File: src/rtl/exu_bju_pkg.sv
// rtl/exu_bju_pkg.sv - shared widths, payload field offsets and queue entry type for the BJU issue queue
package exu_bju_pkg;

    localparam int PREG_W    = 6;
    localparam int PAYLOAD_W = 157;

    // Payload is packed MSB-first: iid, pdst, pdst_vld, imm_vld, imm, pc, funct3, funct7, opcode
    localparam int OPCODE_LSB   = 0;
    localparam int FUNCT7_LSB   = 7;
    localparam int FUNCT3_LSB   = 14;
    localparam int PC_LSB       = 17;
    localparam int IMM_LSB      = 81;
    localparam int IMM_VLD_BIT  = 145;
    localparam int PDST_VLD_BIT = 146;
    localparam int PDST_LSB     = 147;
    localparam int IID_LSB      = 153;

    typedef struct packed {
        logic                 valid;
        logic                 rdy1;
        logic                 rdy2;
        logic [PREG_W-1:0]    preg1;
        logic [PREG_W-1:0]    preg2;
        logic [PAYLOAD_W-1:0] payload;
    } iq_entry_t;

    function automatic logic [63:0] payload_pc(input logic [PAYLOAD_W-1:0] payload);
        return payload[PC_LSB +: 64];
    endfunction

endpackage

File: src/rtl/exu_bju_iq_if.sv
// rtl/exu_bju_iq_if.sv - dispatch and issue handshake bundle of the BJU issue queue
interface exu_bju_iq_if #(
    parameter int PREG_W    = 6,
    parameter int PAYLOAD_W = 157
);
    logic                 disp_vld;
    logic                 disp_rdy;
    logic [PAYLOAD_W-1:0] disp_payload;
    logic [PREG_W-1:0]    disp_psrc1_preg;
    logic                 disp_psrc1_rdy;
    logic [PREG_W-1:0]    disp_psrc2_preg;
    logic                 disp_psrc2_rdy;
    logic                 issue_vld;
    logic                 issue_rdy;
    logic [PAYLOAD_W-1:0] issue_payload;
    logic [PREG_W-1:0]    issue_psrc1_preg;
    logic [PREG_W-1:0]    issue_psrc2_preg;

    modport master (
        output disp_vld, disp_payload, disp_psrc1_preg, disp_psrc1_rdy,
               disp_psrc2_preg, disp_psrc2_rdy, issue_rdy,
        input  disp_rdy, issue_vld, issue_payload, issue_psrc1_preg, issue_psrc2_preg
    );

    modport slave (
        input  disp_vld, disp_payload, disp_psrc1_preg, disp_psrc1_rdy,
               disp_psrc2_preg, disp_psrc2_rdy, issue_rdy,
        output disp_rdy, issue_vld, issue_payload, issue_psrc1_preg, issue_psrc2_preg
    );
endinterface

File: src/rtl/exu_bju_iq_entry.sv
// rtl/exu_bju_iq_entry.sv - one issue queue slot with writeback wakeup of its source ready bits
module exu_bju_iq_entry
    import exu_bju_pkg::*;
(
    input  logic              clk,
    input  logic              rst_clk,
    input  logic              flush,
    input  logic              wr_en,
    input  iq_entry_t         wr_data,
    input  logic              pop,
    input  logic              wb_vld,
    input  logic [PREG_W-1:0] wb_preg,
    output iq_entry_t         entry
);

    always_ff @(posedge clk) begin
        if (rst_clk || flush) begin
            entry <= '0;
        end else if (wr_en) begin
            entry <= wr_data;
        end else begin
            if (pop)
                entry.valid <= 1'b0;
            if (entry.valid && wb_vld && (wb_preg == entry.preg1))
                entry.rdy1 <= 1'b1;
            if (entry.valid && wb_vld && (wb_preg == entry.preg2))
                entry.rdy2 <= 1'b1;
        end
    end

endmodule

File: src/rtl/exu_bju_iq.sv
// rtl/exu_bju_iq.sv - in-order BJU issue queue; EXU_BJU_IQ_BYPASS_EN enables empty-queue dispatch-to-issue bypass
module exu_bju_iq #(
    parameter int DEPTH     = 4,
    parameter int PREG_W    = exu_bju_pkg::PREG_W,
    parameter int PAYLOAD_W = exu_bju_pkg::PAYLOAD_W
) (
    input  logic                     clk,
    input  logic                     rst_clk,
    input  logic                     rtu_global_flush,
    input  logic                     wb_vld,
    input  logic [PREG_W-1:0]        wb_preg,
    output logic [$clog2(DEPTH):0]   iq_count,
    exu_bju_iq_if.slave              bus
);

    localparam int IDX_W = $clog2(DEPTH);
    localparam int PTR_W = IDX_W + 1;

    logic [PTR_W-1:0]       head;
    logic [PTR_W-1:0]       tail;
    logic                   full;
    logic                   empty;
    logic                   push;
    logic                   pop;
    logic                   q_issue;
    logic                   disp_rdy1;
    logic                   disp_rdy2;
    exu_bju_pkg::iq_entry_t wr_data;
    exu_bju_pkg::iq_entry_t head_e;
    exu_bju_pkg::iq_entry_t entries [DEPTH];

    assign full     = (head[IDX_W-1:0] == tail[IDX_W-1:0]) && (head[IDX_W] != tail[IDX_W]);
    assign empty    = (head == tail);
    assign iq_count = tail - head;
    assign bus.disp_rdy = !full;

    // Wakeup arriving in the dispatch cycle must not be lost on the entry being written
    assign disp_rdy1 = bus.disp_psrc1_rdy || (wb_vld && (wb_preg == bus.disp_psrc1_preg));
    assign disp_rdy2 = bus.disp_psrc2_rdy || (wb_vld && (wb_preg == bus.disp_psrc2_preg));

    always_comb begin
        wr_data         = '0;
        wr_data.valid   = 1'b1;
        wr_data.rdy1    = disp_rdy1;
        wr_data.rdy2    = disp_rdy2;
        wr_data.preg1   = bus.disp_psrc1_preg;
        wr_data.preg2   = bus.disp_psrc2_preg;
        wr_data.payload = bus.disp_payload;
    end

    assign head_e  = entries[head[IDX_W-1:0]];
    assign q_issue = head_e.valid && head_e.rdy1 && head_e.rdy2 && !rtu_global_flush;
    assign pop     = q_issue && bus.issue_rdy;

`ifdef EXU_BJU_IQ_BYPASS_EN
    logic bypass;

    assign bypass = empty && bus.disp_vld && disp_rdy1 && disp_rdy2 && !rtu_global_flush;
    assign push   = bus.disp_vld && bus.disp_rdy && !rtu_global_flush && !(bypass && bus.issue_rdy);

    always_comb begin
        bus.issue_vld        = q_issue || bypass;
        bus.issue_payload    = head_e.payload;
        bus.issue_psrc1_preg = head_e.preg1;
        bus.issue_psrc2_preg = head_e.preg2;
        if (bypass) begin
            bus.issue_payload    = bus.disp_payload;
            bus.issue_psrc1_preg = bus.disp_psrc1_preg;
            bus.issue_psrc2_preg = bus.disp_psrc2_preg;
        end
    end
`else
    logic unused_empty;

    assign unused_empty = empty;
    assign push         = bus.disp_vld && bus.disp_rdy && !rtu_global_flush;

    always_comb begin
        bus.issue_vld        = q_issue;
        bus.issue_payload    = head_e.payload;
        bus.issue_psrc1_preg = head_e.preg1;
        bus.issue_psrc2_preg = head_e.preg2;
    end
`endif

    always_ff @(posedge clk) begin
        if (rst_clk || rtu_global_flush) begin
            head <= '0;
            tail <= '0;
        end else begin
            tail <= tail + PTR_W'(push);
            head <= head + PTR_W'(pop);
        end
    end

    for (genvar i = 0; i < DEPTH; i++) begin : g_entry
        exu_bju_iq_entry u_entry (
            .clk     (clk),
            .rst_clk (rst_clk),
            .flush   (rtu_global_flush),
            .wr_en   (push && (tail[IDX_W-1:0] == IDX_W'(i))),
            .wr_data (wr_data),
            .pop     (pop && (head[IDX_W-1:0] == IDX_W'(i))),
            .wb_vld  (wb_vld),
            .wb_preg (wb_preg),
            .entry   (entries[i])
        );
    end

endmodule

File: src/flat_wrapper.sv
// flat-port wrapper written by rule: the top's interface ports become plain ports
module exu_bju_iq_flat 
#(
    parameter int DEPTH     = 4,
    parameter int PREG_W    = exu_bju_pkg::PREG_W,
    parameter int PAYLOAD_W = exu_bju_pkg::PAYLOAD_W
)
  (clk, rst_clk, rtu_global_flush, wb_vld, wb_preg, iq_count, bus_disp_vld, bus_disp_payload, bus_disp_psrc1_preg, bus_disp_psrc1_rdy, bus_disp_psrc2_preg, bus_disp_psrc2_rdy, bus_issue_rdy, bus_disp_rdy, bus_issue_vld, bus_issue_payload, bus_issue_psrc1_preg, bus_issue_psrc2_preg);
  exu_bju_iq_if #(.PREG_W(PREG_W), .PAYLOAD_W(PAYLOAD_W)) bus_i ();
  input  logic clk;
  input  logic rst_clk;
  input  logic rtu_global_flush;
  input  logic wb_vld;
  input  logic [PREG_W-1:0] wb_preg;
  output logic [$clog2(DEPTH):0] iq_count;
  input wire logic [$bits(bus_i.disp_vld)-1:0] bus_disp_vld;
  input wire logic [$bits(bus_i.disp_payload)-1:0] bus_disp_payload;
  input wire logic [$bits(bus_i.disp_psrc1_preg)-1:0] bus_disp_psrc1_preg;
  input wire logic [$bits(bus_i.disp_psrc1_rdy)-1:0] bus_disp_psrc1_rdy;
  input wire logic [$bits(bus_i.disp_psrc2_preg)-1:0] bus_disp_psrc2_preg;
  input wire logic [$bits(bus_i.disp_psrc2_rdy)-1:0] bus_disp_psrc2_rdy;
  input wire logic [$bits(bus_i.issue_rdy)-1:0] bus_issue_rdy;
  output wire logic [$bits(bus_i.disp_rdy)-1:0] bus_disp_rdy;
  output wire logic [$bits(bus_i.issue_vld)-1:0] bus_issue_vld;
  output wire logic [$bits(bus_i.issue_payload)-1:0] bus_issue_payload;
  output wire logic [$bits(bus_i.issue_psrc1_preg)-1:0] bus_issue_psrc1_preg;
  output wire logic [$bits(bus_i.issue_psrc2_preg)-1:0] bus_issue_psrc2_preg;
  assign bus_i.disp_vld = bus_disp_vld;
  assign bus_i.disp_payload = bus_disp_payload;
  assign bus_i.disp_psrc1_preg = bus_disp_psrc1_preg;
  assign bus_i.disp_psrc1_rdy = bus_disp_psrc1_rdy;
  assign bus_i.disp_psrc2_preg = bus_disp_psrc2_preg;
  assign bus_i.disp_psrc2_rdy = bus_disp_psrc2_rdy;
  assign bus_i.issue_rdy = bus_issue_rdy;
  assign bus_disp_rdy = bus_i.disp_rdy;
  assign bus_issue_vld = bus_i.issue_vld;
  assign bus_issue_payload = bus_i.issue_payload;
  assign bus_issue_psrc1_preg = bus_i.issue_psrc1_preg;
  assign bus_issue_psrc2_preg = bus_i.issue_psrc2_preg;
  exu_bju_iq #(.DEPTH(DEPTH), .PREG_W(PREG_W), .PAYLOAD_W(PAYLOAD_W)) u_core (.clk(clk), .rst_clk(rst_clk), .rtu_global_flush(rtu_global_flush), .wb_vld(wb_vld), .wb_preg(wb_preg), .iq_count(iq_count), .bus(bus_i));
endmodule
File: config.mk
export PLATFORM = sky130hd
export DESIGN_NAME = exu_bju_iq_flat
export DESIGN_NICKNAME = d
export VERILOG_FILES = /design/src/rtl/exu_bju_pkg.sv /design/src/rtl/exu_bju_iq_if.sv /design/src/rtl/exu_bju_iq_entry.sv /design/src/rtl/exu_bju_iq.sv /design/src/flat_wrapper.sv
export SDC_FILE = /design/constraint.sdc
export NUM_CORES = 2
export LEC_CHECK = 0
export CAP_MARGIN = 20
export CORE_ASPECT_RATIO = 0.7
export CORE_MARGIN = 2
export CORE_UTILIZATION = 45
export CTS_CLUSTER_SIZE = 14
export DETAILED_ROUTE_END_ITERATION = 7
export HOLD_SLACK_MARGIN = 0.05
export PLACE_DENSITY = 0.75
export SETUP_SLACK_MARGIN = 0.4
export SYNTH_ARGS = -nofsm -noshare
export SYNTH_HDL_FRONTEND = slang
export SYNTH_SLANG_ARGS = --single-unit
File: constraint.sdc
create_clock -name clk -period 7.4 [get_ports clk]
set_clock_uncertainty 0.2 [all_clocks]
set_input_delay 1.48 -clock clk [delete_from_list [all_inputs] [get_ports clk]]
set_output_delay 1.48 -clock clk [all_outputs]
set_load 0.1 [all_outputs]
==> impl_results.md <==
* Hold_buf cts at 0
* Ys flop type: dfxtp_1
* Die ar. at 0.0657 sq mm
* Setup TNS Final at 0 ns
* Critical Path AT at 3.92 ns
* Synth Warn # at 0
* Area delta synth->final at 21.3%
* # H-tree levels at 3
* Final period utilization at 75.7%
* IO Pins at 357
* Vias at 24.3k
* Synth cell types at 41
* Buffers on Ports at 356
* Drt first pass iters at 6
* Core area at 0.0630 sq mm
* PD cells at 227 mW/mm^2
* First-pass GRT wire length at 130000 um
* Post-synth ARST share at 0%
* Clock Tree Buf Depth at 3
* Max Cap Violations at 0
* Post-Syn Nets at 3519
* Cell family with most CP delay: buffers and inverters
* Reg clk slew, reported paths at 0.06 ns
* Clock latency on the worst-skew pair at 0.61 ns
* Worst path slowest cell: clkdlybuf4s50_1
* CTS tree: yes
* DIE WIDTH at 305 um
* Crit-path cells: buf_12 -> ha_1 -> and2_1 -> nand2_1 -> clkdlybuf4s50_1
* Largest cells by area after synthesis: dfxtp_1 49%, nand2_1 18%, mux4_2 13%, a21oi_1 12%, clkbuf_1 1.9%
* Status: finished, final reports clean
* Vias per cell at 5.53
* Crit path launch type: register
* CP Buf/Inv Count at 2
* Synth Cell Area at 0.0286 sq mm
* CTS buffer count at 69
* Wire length per cell at 18.9 um
* Final min period at 5.60 ns
* Fillers at 5615
* Worst IR Drop VDD at 0.165 mV
* Crit path kind: reg2out
* Final Max Slew Viols at 0
* Final ANT Viol Nets at 0
* Routability Congestion at 0.826
* Vias in the first global route at 23.4k
* Final setup vio count at 0
* Total grt overflow at 0
* Min-Delay Path Class: reg2reg
* Initial Utilization at 45.4%
* Total Routing Usage GR at 24.6%
* Reg area at 0.0139 sq mm
* # resized after CTS at 0
* Largest net degree at the start of global routing at 200
* Clock root buffer: clkbuf_16
* Final HPWL DP at 47100 um
* Fmax at 179 MHz
* Num rows at 77
* Iter 0 DRT Violations at 2280
* # nets final at 3705
* Syn avg cell area at 8.60 sq um
* Worst-path fanout max at 47
* Initial antenna violation count at 11
* Hold Vio Cnt, Final at 0
* Multi-input gate area at 0.0136 sq mm
* RSZ-0062 raised after global routing: false
* Slew HR at 19.1%
* Total wire length at 83100 um
* Mapped Cells at 3329
* Leakage Power at 10.8 nW
* Slew @ Worst Pin at 1.21 ns
* CP endpoint kind: output port
* Top cell type's share of synthesized area at 48.5%
* #FFs+latches synth at 694
* Die Y at 215 um
* CP peak stage delay at 1.16 ns
* Register area share after synthesis at 48.5%
* Util after Layout at 55.1%
* Leading area contributor after synthesis: dfxtp_1
* Residual DRC at 0
* CP Data Required Time at 5.72 ns
* Layout cells sized above 1 at 8.92%
* Post-synth EDFFs at 0
* Post-CTS setup buffers at 0
* Clock sinks at 694
flip-flops by register name (all words and copies together), names as in the netlist:
name	flops
u_core.g_entry.u_entry.entry	688
u_core.head	3
u_core.tail	3
worst min-delay path, stage by stage, from the launching register on:
cell,delay (ns)
dfxtp_1,0.30
nand2_1,0.05
a21oi_1,0.05
layout make-up:
class	count	area share (%)
diodes	6	0.0432
clock buffers	95	5.48
clock inverters	26	0.926
inverters	5	0.0540
multi-input cells	2358	39.2
flip-flops and latches	694	40.0
well taps	829	2.99
repair buffers	387	11.3
cells by family after synthesis:
family	Yosys count	synth area share, %
and+or+nand+nor	1402	18.7
AOI/OAI and AO/OA	713	12.8
DFF	694	48.5
buffers and inverters	277	4.14
muxes	171	13.4
xor gates and xnor gates	65	2.05
adders and majority gates	7	0.332
metal layers:
layer	track usage (%)	routed length, um
met5	0	44
met4	7.98	2340
met3	5.83	6610
met2	38.9	38300
met1	33.4	35800
layout by cell type, fill, tap and decap left out, types with 8 or more instances in the layout:
| cell type | Yosys | final |
|---|---|---|
| clkbuf_1 | 144 | 18 |
| a211oi_1 | 16 | 16 |
| clkbuf_16 | 0 | 69 |
| mux4_2 | 169 | 169 |
| buf_12 | 0 | 10 |
| xor2_1 | 59 | 59 |
| clkinv_2 | 0 | 12 |
| clkdlybuf4s50_1 | 0 | 356 |
| a21oi_1 | 680 | 680 |
| buf_4 | 13 | 21 |
| nor4_1 | 8 | 8 |
| nand2_1 | 1360 | 1360 |
| clkbuf_8 | 0 | 8 |
| dfxtp_1 | 694 | 692 |
| nor3_1 | 10 | 10 |
Yosys cell counts, types with 4 or more instances:
master,count
xor2_1,59
a21oi_1,680
xnor2_1,5
o21ai_0,4
buf_2,77
and2_1,6
a211oi_1,16
nand2_1,1360
inv_1,5
dfxtp_1,694
buf_4,13
ha_1,6
buf_1,37
nor3_1,10
mux4_2,169
nor2_1,6
clkbuf_1,144
nor4_1,8
final timing paths:
check                                       start  slack (ns)  cells past startpoint                                   end
max                                u_core.head[0]        1.80                      5                          bus_disp_rdy
min          u_core.g_entry[2].u_entry.entry[131]        0.25                      2  u_core.g_entry[2].u_entry.entry[131]
max reg2reg                        u_core.head[0]        3.00                      7   u_core.g_entry[0].u_entry.entry[77]
min reg2reg  u_core.g_entry[2].u_entry.entry[131]        0.25                      2  u_core.g_entry[2].u_entry.entry[131]
per-stage QoR:
| step | worst slack [ns] | hold slack, ns | total power [mW] | cells | area (sq um) |
|---|---|---|---|---|---|
| 6_report | 1.80 | 0.250 | 7.88 | 4400 | 34700 |
| 5_1_grt | 1.54 | 0.265 | 8.11 | 4397 | 34700 |
| 4_1_cts | 1.68 | 0.251 | 7.92 | 4394 | 34700 |
| 3_5_place_dp | 1.81 | 0.243 | 4.42 | 4273 | 32500 |
| 3_3_place_gp | 1.82 | 0.238 | 4.41 | 4273 | 32500 |
| 2_1_floorplan | 2.35 | 0.233 | 4.18 | 3329 | 28600 |
power by group:
| part | switching [mW] | internal [mW] |
|---|---|---|
| logic | 0.386 | 0.180 |
| registers | 0.0139 | 3.76 |
| clock network | 1.52 | 2.02 |
| total | 1.92 | 5.96 |
Note: power is estimated with default switching activity, not from simulation.
